==> src/rtl/controlador_copia.sv <==
// rtl/controlador_copia.sv - ROM-to-RAM block copier with optional RAM readback
module controlador_copia #(
    parameter int ADDR_W   = 5,
    parameter int DATA_W   = 8,
    parameter int DEPTH    = 32,
    parameter int READBACK = 1
) (
    input  logic              clock,
    input  logic              reset,
    input  logic              start,
    input  logic              mode,
    input  logic              abort,
    output logic [ADDR_W-1:0] rom_addr,
    input  logic [DATA_W-1:0] rom_data,
    output logic [ADDR_W-1:0] ram_addr,
    output logic [DATA_W-1:0] ram_wdata,
    output logic              ram_wren,
    input  logic [DATA_W-1:0] ram_rdata,
    output logic [DATA_W-1:0] rd_data,
    output logic              rd_valid,
    output logic              busy,
    output logic              done
);

    // k carries one extra bit so DEPTH == 2^ADDR_W never wraps before the
    // equality test against the last index.
    localparam int K_W = ADDR_W + 1;
    localparam logic [K_W-1:0]    K_LAST = K_W'(DEPTH - 1);
    localparam logic [ADDR_W-1:0] A_LAST = ADDR_W'(DEPTH - 1);

    localparam logic [2:0] IDLE   = 3'd0;
    localparam logic [2:0] CP_RD  = 3'd1;
    localparam logic [2:0] CP_WR  = 3'd2;
    localparam logic [2:0] RB_RD  = 3'd3;
    localparam logic [2:0] RB_OUT = 3'd4;
    localparam logic [2:0] FIM    = 3'd5;

    logic [2:0]     state, state_nxt;
    logic [K_W-1:0] k, k_nxt;
    logic           mode_q, mode_nxt;

    // Next-state logic; abort overrides everything outside IDLE, and in IDLE
    // it blocks a simultaneous start.
    always_comb begin
        state_nxt = state;
        k_nxt     = k;
        mode_nxt  = mode_q;
        if (abort && (state != IDLE)) begin
            state_nxt = IDLE;
            k_nxt     = '0;
        end else begin
            case (state)
                IDLE: begin
                    if (start && !abort) begin
                        mode_nxt  = mode;
                        k_nxt     = '0;
                        state_nxt = CP_RD;
                    end
                end
                CP_RD: state_nxt = CP_WR;
                CP_WR: begin
                    if (k == K_LAST) begin
                        k_nxt     = '0;
                        state_nxt = (READBACK != 0) ? RB_RD : FIM;
                    end else begin
                        k_nxt     = k + K_W'(1);
                        state_nxt = CP_RD;
                    end
                end
                RB_RD: state_nxt = RB_OUT;
                RB_OUT: begin
                    if (k == K_LAST) begin
                        k_nxt     = '0;
                        state_nxt = FIM;
                    end else begin
                        k_nxt     = k + K_W'(1);
                        state_nxt = RB_RD;
                    end
                end
                FIM:     state_nxt = IDLE;
                default: state_nxt = IDLE;
            endcase
        end
    end

    // State, index and latched copy order; reset forces IDLE immediately.
    always_ff @(posedge clock or posedge reset) begin
        if (reset) begin
            state  <= IDLE;
            k      <= '0;
            mode_q <= 1'b0;
        end else begin
            state  <= state_nxt;
            k      <= k_nxt;
            mode_q <= mode_nxt;
        end
    end

    // Moore outputs decoded from state and k; only the data buses pass
    // through the memory read ports combinationally.
    always_comb begin
        rom_addr  = '0;
        ram_addr  = '0;
        ram_wdata = '0;
        ram_wren  = 1'b0;
        rd_data   = '0;
        rd_valid  = 1'b0;
        busy      = (state != IDLE);
        done      = (state == FIM);
        case (state)
            CP_RD: rom_addr = k[ADDR_W-1:0];
            CP_WR: begin
                ram_wren  = 1'b1;
                ram_wdata = rom_data;
                ram_addr  = mode_q ? (A_LAST - k[ADDR_W-1:0]) : k[ADDR_W-1:0];
            end
            RB_RD: ram_addr = k[ADDR_W-1:0];
            RB_OUT: begin
                rd_valid = 1'b1;
                rd_data  = ram_rdata;
            end
            default: ;
        endcase
    end

endmodule

==> config.mk <==
export PLATFORM = sky130hd
export DESIGN_NAME = controlador_copia
export DESIGN_NICKNAME = d
export VERILOG_FILES = /design/src/rtl/controlador_copia.sv
export SDC_FILE = /design/constraint.sdc
export NUM_CORES = 1
export LEC_CHECK = 0
export CORE_MARGIN = 2
export CORE_UTILIZATION = 35
export CTS_CLUSTER_SIZE = 12
export DETAILED_ROUTE_END_ITERATION = 10
export GPL_TIMING_DRIVEN = 0
export PLACE_DENSITY = 0.79
export RECOVER_POWER = 100
export SETUP_SLACK_MARGIN = 0.1
export SYNTH_ARGS = -nofsm -noshare
export SYNTH_HDL_FRONTEND = slang
export SYNTH_SLANG_ARGS = --single-unit
==> constraint.sdc <==
create_clock -name clock -period 2.2 [get_ports clock]
set_input_delay 0.55 -clock clock [delete_from_list [all_inputs] [get_ports clock]]
set_output_delay 0.55 -clock clock [all_outputs]
set_load 0.01 [all_outputs]
# Word-level counts from Yosys, hierarchy flattened
# Index checks and enable logic that the tools add are counted.
[totals] ff_bits=10 output_inout_bits=30 word_cells=38 in_bits=21
[classes] bitwise=1 mux=16 n_eq_ne=7 n_addsub=2 reduce_logical=9
[ops] op="6-bit 2-to-1 mux" count=3
[ops] op="8-bit 2-to-1 mux" count=2
[ops] op="3-bit one-hot mux with 5 select lines" count=1
[ops] op="6-bit one-hot mux with 2 select lines" count=1
[ops] op="5-bit 2-to-1 mux" count=2
[ops] op="5-bit one-hot mux with 2 select lines" count=1
[ops] op="3-bit 2-to-1 mux" count=3
[ops] op="6-bit by 1-bit adder with 6-bit output, second input constant" count=1
[ops] op="3-bit by 2-bit == test with 1-bit output, second input constant" count=2
[ops] op="3-bit == test, second input constant" count=2
[ops] op="6-bit by 5-bit == test with 1-bit output, second input constant" count=1
[ops] op="3-bit nonzero test" count=2
[ops] op="5-bit subtractor, first input constant" count=1
[ops] op="3-bit by 1-bit == test with 1-bit output, second input constant" count=1
[ops] op="3-bit logical NOT" count=1
[ops] op="3-bit != test, second input constant" count=1
[ops] op="3-bit AND reduction" count=1
[ops] op="1-bit logical AND" count=2
[ops] op="1-bit 2-to-1 mux" count=2
[ops] op="2-bit 2-to-1 mux" count=1
[ops] op="2-bit AND reduction" count=1
[ops] op="2-bit OR reduction" count=1
[ops] op="1-bit logical NOT" count=1
[ops] op="1-bit inverter" count=1

# Logic depth before layout (Yosys ltp)
# Gate-level depths: netlist of run 1.
[depth] word_depth=5 mapped_depth=5

# Worst setup path after synthesis of run 1
# No wires, ideal clock.
[synth_path] path_kind="reg-to-output" from="register state[2]" to="output port ram_wdata[0]" path_slack_ns=0.375 n_path_buf=1 required_ns=1.650 stages_incl_launch_ff=5 t_arrival_ns=1.275 cell_sequence="dfrtp_1 -> nand2b_1 -> buf_6 -> nor2_1 -> and2_1"
[synth_via] elab_chain_len=2
[synth_rtl] item="start, declared" line_no="38" rtl="logic [2:0] state, state_nxt;"
[synth_rtl] item="start signal, assigned" line_no="93" rtl="state <= state_nxt;"
[synth_rtl] item="3-bit by 2-bit == test with 1-bit output" line_no="110" rtl="case (state)"
[synth_rtl] item="8-bit 2-to-1 mux" line_no="110"
[synth_rtl] item="end, declared" line_no="16" rtl="output logic [DATA_W-1:0] ram_wdata,"
# Every way passes these cells.

# Worst setup path after layout of run 1
[layout_path] from="register state[2]" to="output port rd_data[1]"
[layout_via] elab_chain_len=2
[layout_rtl] item="3-bit == test" line_no="110"
[layout_rtl] item="8-bit 2-to-1 mux" line_no="110"
[layout_rtl] item="end, declared" line_no="19" rtl="output logic [DATA_W-1:0] rd_data,"
# Every way passes these cells.

==> metrics.csv, run 1 <==
metric,value,unit
Syn Inst Count,96,
vias in the first global route,925,
outcome,"finished, final reports clean",
final hold violations,0,
ratio of total power to cell area,360,nW/um^2
Pleak,0.636,nW
Placer Congestion,0.712,
Adder-Cell Fraction of Synth Area,0.0164,
Non-Filler Instances,187,
via count,993,
unrepaired setup endpoints after global routing,yes,
mux cell area share after synthesis,0.0411,
worst setup path start,state[2]$_DFFE_PP0P_,
main flop type after synthesis,dfrtp_1,
initial core utilization,0.380,
Final nets,184,
Post-Syn Nets,118,
htree depth,1,
worst path arrival time,1.60,ns
Routed WL,2830,um
Max Slew Vio Count,0,
actual slew at the worst max-slew pin,0.632,ns
crit path kind,register to primary output,
Sink Count,10,
placed cells,173,
CP Launch Type,register,
unique cell type count in the Yosys netlist,29,
hold slack final,0.531,ns
Post-synth ARST share,1.00,
Core Box Area,2000,um^2
cell area after synthesis,761,um^2
"delay-heaviest family, CP",buffers and inverters,
overall power,0.480,mW
Bufs and invs on worst path,5,
CTS root buf,clkbuf_4,
DRT iter0 DRCs,36,
max_cap viols,0,
min-delay worst type,register to register,
antenna-violating nets left,0,
die width,50.6,um
Hold Startpoint,mode_q$_DFFE_PP0P_,
most numerous cell in the Yosys netlist,and2_1,
largest net degree at the start of global routing,11,
Die Area,2560,um^2
first-pass GRT wire length,4370,um
detailed-placement wirelength estimate,1840,um
worst path cell trace,buf_6 > nand2b_4 > nor2_4 > buf_6 > buf_4 > buf_4 > and2_4 > clkbuf_2,
share of cells above drive strength 1,0.181,
crit path max fanout,4,
xor and xnor area share after synthesis,0.0691,
"Slowest-stage cell, CP",dfrtp_2,
# IOs,51,
fillers,172,
"Reg clk slew, reported paths",0.06,ns
top-area cell type share of the netlist area,0.329,
CTS tree,yes,
Synth top cells by count,"and2_1, nor2_1, dfrtp_1, nand2_1",
row count,16,
"EDFF count, synth",0,
Peak VDD IR,237,uV
Vert. Die Dim,50.6,um
"flops & latches, synth",10,
"Clk Latency, worst-skew pair",0.26,ns
detailed-route DRC error count,0,
post-route clock period utilization,0.978,
I/O Buffers,50,
maximum clock rate,465,MHz
total gr overflow,0,
Mean Syn Cell Area,7.92,um^2
crit end category,primary output,
register area share after synthesis,0.329,
detailed-router iteration count before antenna repair,4,
simple logic cell fraction of the synthesized area,0.398,
Tmin final,2.15,ns
max incr delay on CP,0.41,ns
GRT Util Overall,0.228,
Synth area leaders,"dfrtp_1, and2_1, nor2_1",
ant diodes,0,
slew margin rel.,0.575,
final setup fails,0,
clock skew,0.00121,ns
total CTS buffers,3,
wire per inst,15.1,um
initial antenna violation count,0,
Critical Path RT,1.65,ns
RR Startpoint,k[1]$_DFFE_PP0P_,
vias per std cell,5.31,
Synth Area in Compound Gates,0.102,
Synth area leader,dfrtp_1,
clock buffer depth,2,
Area growth syn-to-layout,75.2,%
largest family of logic cells by synthesized area,simple AND/OR/NAND/NOR gates,
synth warn,0,
## cells by family (layout without fill, tap and decap cells)
logic type / count (synthesis) / count (layout)
compound gates: 12 / 12
flops: 10 / 10
mux: 3 / 3
xor+xnor: 6 / 6
fa+ha+maj: 1 / 1
simple gates: 57 / 57
buf+inv: 7 / 71
## layer usage
layer | up-vias | GRT usage | routed length, um
met4 | 0 | 0.104 | 131
li1 | 456 | - | -
met2 | 68 | 0.414 | 1430
met5 | - | 0 | 0
met3 | 19 | 0.0506 | 252
met1 | 450 | 0.250 | 1020
## flip-flops by register name (all words and copies together) (netlist names)
register / count
k: 6
mode_q: 1
state: 3
## final timing paths
kind                                        end  slack, ns  depth (start not counted)
setup / recovery                     rd_data[1]       0.05                          8
hold / removal               mode_q$_DFFE_PP0P_       0.53                          1
setup reg to reg           state[1]$_DFFE_PP0P_       0.39                          5
hold reg to reg              mode_q$_DFFE_PP0P_       0.53                          1
max in group asynchronous  state[1]$_DFFE_PP0P_       1.20                          2
min in group asynchronous      k[1]$_DFFE_PP0P_       0.70                          2
## timing repair
action	CTS	global route
setup buffers	9	2
endpoints found under the hold margin	0	0
hold buffers	0	0
resized for setup	80	20
pin swaps	1	1
setup endpoints to repair	30	18
## report_power, final
group / internal [mW] / switching (mW) / total (mW)
clock: 0.0631 / 0.0589 / 0.122
combinational: 0.0856 / 0.0680 / 0.154
sequential: 0.193 / 0.0112 / 0.204
## through the flow
| step | setup TNS (ns) | area (um^2) | utilization | setup slack [ns] |
|---|---|---|---|---|
| final | 0 | 1330 | 0.666 | 0.0481 |
| after global routing | 0 | 1330 | 0.666 | 0.00837 |
| after CTS | 0 | 1390 | 0.694 | 0.0513 |
| after detailed placement | -2.72 | 1290 | 0.647 | -0.208 |
| after global placement | -1.83 | 1290 | 0.647 | -0.158 |
| after floorplan | 0 | 761 | - | 0.375 |
## cell type report
cell class	instances	area [um^2]	area share
multi-input cells	79	504	0.378
repair buffers	61	479	0.360
flip-flops and latches	10	253	0.190
well taps	27	33.8	0.0254
plain buffers	4	28.8	0.0216
clock buffers	3	22.5	0.0169
inverters	3	11.3	0.00845
## layout by cell type, fill, tap and decap left out, drive strengths merged, types with 2 or more instances in the layout
| cell | netlist | routed |
|---|---|---|
| clkbuf | 3 | 20 |
| clkdlybuf4s50 | 0 | 18 |
| and2 | 16 | 16 |
| buf | 1 | 14 |
| dlygate4sd2 | 0 | 13 |
| nor2 | 12 | 12 |
| dfrtp | 10 | 10 |
| nand2 | 7 | 7 |
| nand3 | 6 | 6 |
| and3 | 6 | 6 |
| xnor2 | 5 | 5 |
| a21oi | 4 | 4 |
| inv | 3 | 3 |
| nand2b | 3 | 3 |
| mux2i | 2 | 2 |
| or3 | 2 | 2 |
| nor2b | 2 | 2 |
| dlygate4sd3 | 0 | 2 |
| o21ai | 2 | 2 |
Power figures use the tool's default switching activity.
==> inputs of run 2 (changes only) <==
--- a/constraint.sdc
+++ b/constraint.sdc
@@ -3,2 +3,2 @@
 set_output_delay 0.55 -clock clock [all_outputs]
-set_load 0.01 [all_outputs]
+set_load 0.005 [all_outputs]
==> run 2 against run 1 <==
Compared with the run above: hold slack got worse by 0.0061 ns; sequential power about the same; clock power about the same; critical path type unchanged; largest cell class unchanged; setup slack got worse by 0.025 ns; clock skew decreased by 0.00088 ns; non-clock buffer count increased by 3; highest routed layer unchanged.
==> metrics.csv, run 2 (synthesis gave the netlist of run 1 again) <==
metric,value,unit,change
share of cells above drive strength 1,0.331,,was 0.181
ant diodes,0,,unchanged
Area growth syn-to-layout,98.7,%,was 75.2%
r2r setup slk,0.33,ns,was 0.39 ns
"Most flops, register",k,,unchanged
DRT iter0 DRCs,32,,was 36
via count,981,,was 993
crit path kind,register to primary output,,unchanged
worst path arrival time,1.63,ns,was 1.60 ns
crit end category,primary output,,unchanged
detailed-placement wirelength estimate,1840,um,unchanged
Die Area,2560,um^2,unchanged
CTS tree,yes,,unchanged
initial core utilization,0.380,,unchanged
Vert. Die Dim,50.6,um,unchanged
overall power,0.516,mW,was 0.480 mW
antenna-violating nets left,0,,unchanged
final hold violations,0,,unchanged
I/O Buffers,50,,unchanged
clock buffer depth,2,,unchanged
total CTS buffers,3,,unchanged
Max Slew Vio Count,0,,unchanged
initial antenna violation count,0,,unchanged
metal2 WL,1460,um,was 1430 um
Pleak,0.867,nW,was 0.636 nW
Sink Count,10,,unchanged
detailed-router iteration count before antenna repair,4,,unchanged
met3 routed WL,189,um,was 252 um
actual slew at the worst max-slew pin,0.552,ns,was 0.632 ns
final setup fails,0,,unchanged
min-delay worst type,register to register,,unchanged
Placer Congestion,0.712,,unchanged
first-pass GRT wire length,4280,um,was 4370 um
Routed WL,2890,um,was 2830 um
vias in the first global route,904,,was 925
row count,16,,unchanged
vias per std cell,5.16,,was 5.31
M1 WL,1170,um,was 1020 um
htree depth,1,,unchanged
top flop regs,"k: 6 flops, state: 3 flops, mode_q: 1 flops",,unchanged
Final nets,187,,was 184
unrepaired setup endpoints after global routing,yes,,unchanged
GRT Util Overall,0.223,,was 0.228
TNS Setup,0,ns,unchanged
"commonest cells after routing, fill and taps aside","clkdlybuf4s50_1, clkbuf_2, and2_1",,"was clkdlybuf4s50_1, and2_1, dlygate4sd2_1, clkbuf_1, nor2_1"
# IOs,51,,unchanged
worst path cell trace,buf_6 > nor2_4 > and3_1 > clkdlybuf4s50_1,,was buf_6 > nand2b_4 > nor2_4 > buf_6 > buf_4 > buf_4 > and2_4 > clkbuf_2
max reg flops,6,,unchanged
maximum clock rate,459,MHz,was 465 MHz
ratio of total power to cell area,341,nW/um^2,was 360 nW/um^2
"Clk Latency, worst-skew pair",0.27,ns,was 0.26 ns
wire per inst,15.2,um,was 15.1 um
post-route clock period utilization,0.990,,was 0.978
clock skew,0.000329,ns,was 0.00121 ns
max_cap viols,0,,unchanged
largest net degree at the start of global routing,11,,unchanged
"commonest non-fill, non-tap cell in the layout",clkdlybuf4s50_1,,unchanged
CP Launch Type,register,,unchanged
total gr overflow,0,,unchanged
uppermost layer routed,met4,,unchanged
slew margin rel.,0.631,,was 0.575
fillers,132,,was 172
die width,50.6,um,unchanged
Tmin final,2.18,ns,was 2.15 ns
Peak VDD IR,260,uV,was 237 uV
hold slack final,0.525,ns,was 0.531 ns
Critical Path RT,1.65,ns,about the same
PnR worst setup slack,0.0227,ns,was 0.0481 ns
crit path max fanout,7,,was 4
dpl ws,-0.172,ns,was -0.208 ns
max incr delay on CP,0.49,ns,was 0.41 ns
CTS root buf,clkbuf_4,,unchanged
"Reg clk slew, reported paths",0.06,ns,about the same
"Slowest-stage cell, CP",clkdlybuf4s50_1,,was dfrtp_2
detailed-route DRC error count,0,,unchanged
outcome,"finished, final reports clean",,unchanged
Core Box Area,2000,um^2,unchanged
## run 2: cell count changes in the layout (fill, tap and decap cells not counted), moves of 2 or more
cell	delta
clkbuf_1	-13
dlygate4sd2_1	-10
dlymetal6s2s_1	+10
clkbuf_2	+9
buf_6	+5
and2_1	-4
and2_4	+4
xnor2_1	-4
xnor2_2	+4
buf_2	-2
buf_4	+2
## run 2: worst max-delay path, delay by kind of cell (launching register included)
family | cells | cell delay [ns]
flops | 1 | 0.41
buf+inv | 2 | 0.63
simple gates | 2 | 0.32
## run 2: repair_timing
action | CTS | global route
hold buffers | 0 | 0
pin swaps | 2 | 2
cloned | 1 | 0
gates resized for setup | 35 | 66
endpoints found under the setup margin | 30 | 22
buffers inserted | 8 | 5
## run 2: worst paths after layout
path / startpoint / to / depth (start not counted)
hold / removal: mode_q$_DFFE_PP0P_ / mode_q$_DFFE_PP0P_ / 1
max in group asynchronous: reset / state[0]$_DFFE_PP0P_ / 2
setup / recovery: state[2]$_DFFE_PP0P_ / rom_addr[2] / 4
hold reg to reg: mode_q$_DFFE_PP0P_ / mode_q$_DFFE_PP0P_ / 1
min in group asynchronous: reset / state[2]$_DFFE_PP0P_ / 2
setup reg to reg: k[0]$_DFFE_PP0P_ / state[1]$_DFFE_PP0P_ / 5
## run 2: power by group
part           internal [mW]  switching, mW  leakage (nW)  total, mW
Combinational          0.112         0.0722         0.722      0.185
Sequential             0.193         0.0133         0.131      0.206
Clock                 0.0632         0.0612        0.0138      0.124
Total                  0.369          0.147         0.867      0.516
## run 2: final cells by class
type | instances | area (um^2) | area share
plain buffers | 4 | 37.5 | 0.0248
clock buffers | 3 | 22.5 | 0.0149
inverters | 3 | 11.3 | 0.00745
multi-input cells | 79 | 557 | 0.368
flip-flops and latches | 10 | 254 | 0.168
well taps | 27 | 33.8 | 0.0224
repair buffers | 64 | 596 | 0.394
## run 2: stage by stage
step | std cells | area (um^2) | util
floorplan | 96 | 761 | -
global placement | 173 | 1290 | 0.647
detailed placement | 173 | 1290 | 0.647
CTS | 185 | 1400 | 0.700
global route | 190 | 1510 | 0.755
finish | 190 | 1510 | 0.755
## run 2: routing by layer
| metal | vias up | global-route usage |
|---|---|---|
| li1 | 463 | - |
| met1 | 457 | 0.252 |
| met2 | 50 | 0.390 |
| met3 | 11 | 0.0595 |
| met4 | 0 | 0.0991 |
| met5 | - | 0 |
==> inputs of run 3 (changes only) <==
Settings changed: ABC_CLOCK_PERIOD_IN_PS set to 2200.
==> results of run 3 <==
No change in the layout: final DEF, timing and power equal those of run 2.
